`config.mk`:
```
export PLATFORM = sky130hd
export DESIGN_NAME = pc_fetch_ctrl
export DESIGN_NICKNAME = d
export VERILOG_FILES = /design/src/rtl/pc_fetch_ctrl.sv
export SDC_FILE = /design/constraint.sdc
export NUM_CORES = 1
export LEC_CHECK = 0
export ABC_AREA = 1
export CAP_MARGIN = 20
export CORE_ASPECT_RATIO = 1.1
export CORE_MARGIN = 2
export CORE_UTILIZATION = 33
export DETAILED_ROUTE_END_ITERATION = 6
export GPL_TIMING_DRIVEN = 0
export PLACE_DENSITY = 0.65
export SLEW_MARGIN = 20
export SYNTH_ARGS = -nofsm -noshare
export SYNTH_HDL_FRONTEND = slang
export SYNTH_SLANG_ARGS = --single-unit
```
`constraint.sdc`:
```
create_clock -name clk -period 1.4 [get_ports clk]
set_input_delay 0.28 -clock clk [delete_from_list [all_inputs] [get_ports clk]]
set_output_delay 0.28 -clock clk [all_outputs]
set_load 0.1 [all_outputs]
```
`src/rtl/pc_fetch_ctrl.sv`:
```
// Fetch sequencer owning the architectural fetch PC: one outstanding imem request, decode handoff, redirects.
// Optional performance counters are enabled by defining FETCH_PERF_CNT_EN.
module pc_fetch_ctrl #(
  parameter logic [31:0] RESET_PC = 32'h80000000,
  parameter int unsigned PC_STEP  = 4
) (
  input  logic        clk,
  input  logic        rst,
  input  logic        redirect_valid,
  input  logic [31:0] redirect_pc,
  output logic        imem_req_valid,
  input  logic        imem_req_ready,
  output logic [31:0] imem_req_addr,
  input  logic        imem_resp_valid,
  input  logic [31:0] imem_resp_data,
  output logic        inst_valid,
  input  logic        inst_ready,
  output logic [31:0] inst_data,
  output logic [31:0] inst_pc,
  output logic [31:0] pc
`ifdef FETCH_PERF_CNT_EN
  ,
  output logic [63:0] perf_inst_cnt,
  output logic [31:0] perf_drop_cnt
`endif
);

  typedef enum logic [1:0] {
    S_IDLE,
    S_REQ,
    S_WAIT,
    S_HOLD
  } state_e;

  state_e      state_q, state_d;
  logic [31:0] pc_q, pc_d;
  logic        drop_q, drop_d;
  logic        inst_valid_q, inst_valid_d;
  logic [31:0] inst_data_q, inst_data_d;
  logic [31:0] inst_pc_q, inst_pc_d;

  logic [31:0] redir_pc;
  logic        consume;
  logic        discard;
  logic        unused_redir_lsbs;

  assign redir_pc          = {redirect_pc[31:2], 2'b00};
  assign unused_redir_lsbs = ^redirect_pc[1:0];

  always_comb begin
    state_d      = state_q;
    pc_d         = pc_q;
    drop_d       = drop_q;
    inst_valid_d = inst_valid_q;
    inst_data_d  = inst_data_q;
    inst_pc_d    = inst_pc_q;
    consume      = 1'b0;
    discard      = 1'b0;

    case (state_q)
      S_IDLE: begin
        state_d = S_REQ;
        if (redirect_valid) pc_d = redir_pc;
      end

      S_REQ: begin
        if (redirect_valid) pc_d = redir_pc;
        if (imem_req_ready) begin
          state_d = S_WAIT;
          // The request already left with the old pc; its response must be thrown away.
          if (redirect_valid) drop_d = 1'b1;
        end
      end

      S_WAIT: begin
        if (imem_resp_valid) begin
          if (drop_q || redirect_valid) begin
            discard = 1'b1;
            drop_d  = 1'b0;
            state_d = S_REQ;
            if (redirect_valid) pc_d = redir_pc;
          end else begin
            inst_data_d  = imem_resp_data;
            inst_pc_d    = pc_q;
            inst_valid_d = 1'b1;
            state_d      = S_HOLD;
          end
        end else if (redirect_valid) begin
          pc_d   = redir_pc;
          drop_d = 1'b1;
        end
      end

      S_HOLD: begin
        consume = inst_ready;
        if (redirect_valid) begin
          pc_d         = redir_pc;
          inst_valid_d = 1'b0;
          state_d      = S_REQ;
        end else if (inst_ready) begin
          pc_d         = pc_q + 32'(PC_STEP);
          inst_valid_d = 1'b0;
          state_d      = S_REQ;
        end
      end

      default: state_d = S_IDLE;
    endcase
  end

  always_ff @(posedge clk) begin
    if (!rst) begin
      state_q      <= S_IDLE;
      pc_q         <= RESET_PC;
      drop_q       <= 1'b0;
      inst_valid_q <= 1'b0;
      inst_data_q  <= '0;
      inst_pc_q    <= '0;
    end else begin
      state_q      <= state_d;
      pc_q         <= pc_d;
      drop_q       <= drop_d;
      inst_valid_q <= inst_valid_d;
      inst_data_q  <= inst_data_d;
      inst_pc_q    <= inst_pc_d;
    end
  end

  assign imem_req_valid = (state_q == S_REQ);
  assign imem_req_addr  = pc_q;
  assign inst_valid     = inst_valid_q;
  assign inst_data      = inst_data_q;
  assign inst_pc        = inst_pc_q;
  assign pc             = pc_q;

`ifdef FETCH_PERF_CNT_EN
  logic [63:0] perf_inst_cnt_q, perf_inst_cnt_d;
  logic [31:0] perf_drop_cnt_q, perf_drop_cnt_d;

  always_comb begin
    perf_inst_cnt_d = perf_inst_cnt_q;
    perf_drop_cnt_d = perf_drop_cnt_q;
    if (consume) perf_inst_cnt_d = perf_inst_cnt_q + 64'd1;
    if (discard) perf_drop_cnt_d = perf_drop_cnt_q + 32'd1;
  end

  always_ff @(posedge clk) begin
    if (!rst) begin
      perf_inst_cnt_q <= '0;
      perf_drop_cnt_q <= '0;
    end else begin
      perf_inst_cnt_q <= perf_inst_cnt_d;
      perf_drop_cnt_q <= perf_drop_cnt_d;
    end
  end

  assign perf_inst_cnt = perf_inst_cnt_q;
  assign perf_drop_cnt = perf_drop_cnt_q;
`else
  logic unused_perf_events;
  assign unused_perf_events = consume ^ discard;
`endif

endmodule
```
After elaboration in Yosys (flattened, before gate mapping). Index checks and enable logic that the tools add are counted.

$add $sub $neg: 1. Equal/unequal tests: 8. Mux-type cells: 22. Bitwise gates (word level): 1. Reduce and logical (&&, ||, !) cells: 10.

Operator list (number): 32-bit two-way mux (5); 32-bit case mux with 3 select lines (1); 32-bit by 3-bit adder with 32-bit output (second input constant) (1); 2-bit two-way mux (5); 3-bit AND reduction (3); 1-bit two-way mux (8); 2-bit case mux with 4 select lines (1); 3-bit inequality test (second input constant) (2); 2-bit equality test (second input constant) (2); 2-bit inequality test (second input constant) (2); 1-bit case mux with 2 select lines (2); 4-bit AND reduction (1); 2-bit nonzero test (2); 2-bit by 1-bit equality test with 1-bit output (second input constant) (1); 2-bit zero test (1); 2-bit by 1-bit inequality test with 1-bit output (second input constant) (1); 2-bit AND reduction (1); 2-bit OR reduction (1); 1-bit logical OR (1); 1-bit NOT (1).

Bits in registers: 100. Input port bits: 70. Word-level logic and storage cells: 48.

Logic depth before layout (Yosys ltp).
Depth in word-level cells: 4. Depth in mapped cells: 11. Mapped depth without buffers: 10.

Worst setup path before layout. No wires, ideal clock.

Path kind: register to register. Start: register pc_q[3] (netlist: imem_req_addr[3]). End: register pc_q[20] (netlist: imem_req_addr[20]). Setup time: 0.119 ns. Data arrival time: 2.113 ns. Required time: 1.281 ns. Path slack: -0.833 ns. Stages on the path, launching flop included: 11. Path buffers: 0. Path through: dfxtp_1 ha_1 inv_1 nor2_1 nand2_1 nor2_1 nand3_1 nand2_1 nand2_1 o21ai_1 nor2_1.

Longest elaborated chain between the ends: 4.

Ends and longest elaborated chain: from (decl) (RTL line 36) `logic [31:0] pc_q, pc_d;`; from (signal assigned) (RTL line 121) `pc_q <= pc_d;`; 32-bit by 3-bit adder with 32-bit output (RTL line 101) `pc_d = pc_q + 32'(PC_STEP);`; 32-bit two-way mux (RTL line 100) `end else if (inst_ready) begin`; 32-bit two-way mux (RTL line 96) `if (redirect_valid) begin`; 32-bit case mux with 3 select lines (RTL line 60) `case (state_q)`.

Every way passes these cells. The select of a mux whose other input is x is not followed. A chain may end at the register's enable or synchronous reset.

Final worst setup path.
Start: register state_q[0]. End: register inst_data_q[24] (netlist: inst_data[24]).

Longest elaborated chain between the ends: 2.

Ends and longest elaborated chain: from (decl) (RTL line 35) `state_e state_q, state_d;`; from (signal assigned) (RTL line 120) `state_q <= state_d;`; 2-bit equality test (RTL line 60); 3-bit AND reduction (no line); to (signal assigned) (RTL line 124) `inst_data_q <= inst_data_d;`; to (decl) (RTL line 39) `logic [31:0] inst_data_q, inst_data_d;`.

Every way passes these cells.

==> impl_metrics.toml <==
[synthesis]
ys_ff_latch = 96
synth_edf_count = 0
synth.avg_cell_area_sq_um = 6.61
synth.yosys.warnings = 0
yosysSeqAreaShare = 0.395
synth_cell_types = 34
synth_ff_type = "dfxtp_1"
async_flop_share = 0
netlist_area_sq_mm = 0.00486
postSynthCellCount = 736

[worst_setup_path]
critPathKind = "flop to flop"
cp_max_fo = 7
endpoint_kind = "flop"
crit-reg2reg-launch = "state_q[0]"
crit_start = "state_q[0]"
path_cells = "inv_2, ha_4, nand2_2, inv_2, nand2_4, buf_12, clkinv_16, bufbuf_16, nand2_1, a21oi_1"
cp_slowest_cell = "dfxtp_4"
slowest_delay_ns = 0.39
cp.arrival_ns = 1.81
reg2reg_slack_ns = -0.19
crit_top_cell = "inv_2"
start_kind = "flop"
cp_data_required_time_ns = 1.62

[sta]
fin_skew_ns = 0.00572
setup_violations = 98
slew-limit-headroom = 0.595
timing.final.crit_share = 1.14
rsz0062_at_grt = "yes"
worst_slew_pin_slew_ns = 0.607
fin_ws_ns = -0.192
max_freq_mhz = 628
drv_slew = 0
hold_viol_final = 0
hold_slack_ns = 0.464
fin_crit_ns = 1.59

[clocking]
clk_latency_ns = 0.35
htree_levels = 3
clockRootBuffer = "clkbuf_16"
numCtsBuffers = 9
tritoncts = "built"
holdBufCountCts = 0
clkTransAtPathRegs_ns = 0.07
clock_path_buffers = 2
cts.sinks = 96

[pwr]
ir_drop_v = 0.000653
power-per-cell-area_mw_per_mm2 = 1050
leakagePower_nw = 3.44
p_total_w = 0.00880

[floorplanning]
fp-row-count = 46
die_area_sq_mm = 0.0157
start_util = 0.338
die_w_microns = 120
ios = 200
core_area_sq_mm = 0.0144
die_h_microns = 131

[final_layout]
diodes = 0
syn_to_final_growth_pct = 72.0
drive_above_1_share = 0.374
finalNetCount = 1052
fin_area_sq_mm = 0.00836

[global_routing]
grt_max_degree = 18
gr-usage-met1 = 0.320
grt-busiest-layer = "met2"
grt_pass1_wl_microns = 28200
met2_usage = 0.362
grt_use_total = 0.230
grt_pass1_vias = 5033
use_met3 = 0.0286
overflow = 0
antenna_found_initial = 0

[drt]
finalWirelength_microns = 18600
drt_drc_violations_left = 0
first_pass_iters = 5
viasPerCell = 4.76
vias = 5593
first_iter_violations = 358
detail-route-antenna-nets = 0
wl_per_cell_microns = 15.8

[status]
status = "complete, but fails checks"
violations = "negative setup slack"

[worst_hold_path]
hold_start = "inst_pc[3]"
hold_class = "flop to flop"

[placement]
place_ws_ns = -0.682
dp_hpwl_microns = 13400
post_dp_cell_area_sq_mm = 0.00730
io_buffer_count = 191
gp_congestion = 0.928

[job]
maxCapViolations = 0
cells in the mapped netlist (3+ instances only):
cell      number  area share
o21ai_0       42       0.043
dfxtp_1       96        0.40
buf_1          3      0.0023
nor3_1         3      0.0031
inv_2          3      0.0023
ha_1           4       0.010
nor2_2         3      0.0039
buf_4         44       0.068
nand3_1       28       0.029
buf_2         12       0.012
nand2_1      242        0.19
a21oi_1       94       0.097
inv_1         39       0.030
clkbuf_1       8      0.0062
nor2_1        86       0.066
nand4_1        4      0.0051
power by group:
part / leakage [nW] / internal [W] / switching (W)
registers: 0.801 / 0.00287 / 0.000224
logic: 2.49 / 0.00107 / 0.00224
clock network: 0.143 / 0.00123 / 0.00116
total: 3.44 / 0.00518 / 0.00362
registers in the layout, indices dropped and copies added (netlist names):
signal / cells
drop_q: 1
imem_req_addr: 30
inst_pc: 30
inst_data: 32
state_q: 2
inst_valid: 1
cells by family (layout without fill, tap and decap cells):
| family | Yosys count | after routing | synth area share |
|---|---|---|---|
| DFF | 96 | 96 | 0.395 |
| adders and majority gates | 4 | 4 | 0.0103 |
| buffers and inverters | 112 | 354 | 0.127 |
| other | 1 | 6 | 0.000771 |
| AOI/OAI and AO/OA | 147 | 147 | 0.157 |
| and+or+nand+nor | 375 | 375 | 0.308 |
| xor gates and xnor gates | 1 | 1 | 0.00180 |
metal layers:
| layer | vias to the layer above | wire, microns |
|---|---|---|
| li1 | 2813 | - |
| met2 | 187 | 8840 |
| met3 | 18 | 904 |
| met5 | - | 0 |
| met4 | 0 | 356 |
| met1 | 2575 | 8500 |
worst max-delay path, delay by kind of cell, from the launching register on:
kind	cells	cell delay [ns]
adder cells (fa/ha/maj)	1	0.16
AO/OA/AOI/OAI	1	0.05
buffers and inverters	5	0.63
flip-flops	1	0.39
AND/OR/NAND/NOR	3	0.23
what timing repair did:
action,4_1_cts,5_1_grt
setup buffers,14,14
resized for setup,837,115
pin swaps,6,20
cloned,7,4
endpoints found under the setup margin,219,131
worst paths after layout:
check / to / depth (start not counted)
hold / removal: inst_pc[3] / 2
setup reg to reg: inst_data[24] / 10
setup / recovery: inst_data[24] / 10
hold reg to reg: inst_pc[3] / 2
layout make-up:
cell class / instances / area (sq um)
Buffer: 66 / 572
Timing Repair Buffer: 227 / 2260
Fill cell: 1375 / 6030
Multi-Input combinational cell: 533 / 2750
Clock inverter: 7 / 51.3
Inverter: 43 / 203
Tap cell: 192 / 240
Sequential cell: 96 / 2040
Timing Repair inverter: 2 / 20.0
Clock buffer: 9 / 225
metrics by stage:
step / std cells / utilization / setup TNS, ns
3_3_place_gp: 1124 / 0.507 / -95.89
6_report: 1175 / 0.581 / -10.65
3_5_place_dp: 1124 / 0.507 / -96.85
4_1_cts: 1161 / 0.543 / -9.51
2_1_floorplan: 741 / - / -0.695
5_1_grt: 1175 / 0.581 / -17.30
cells in the final DEF, fill, tap and decap left out, types with 3 or more instances in the layout:
master,instances
nand2_1,220
buf_4,121
a21oi_1,80
clkdlybuf4s50_1,66
nor2_1,65
dfxtp_1,64
buf_6,40
inv_1,32
dfxtp_4,31
nand3_1,27
clkbuf_4,24
nor2_2,16
o21ai_0,16
nand2_2,15
o21ai_2,14
a21oi_2,13
buf_8,13
clkbuf_16,12
o21ai_1,11
nor2_4,10
buf_12,9
nand2_4,8
clkbuf_1,7
inv_2,6
conb_1,6
inv_4,5
nand4_1,4
ha_4,4
buf_2,3
inv_8,3
inv_6,3
bufbuf_16,3
Note: power is estimated with default switching activity, not from simulation.
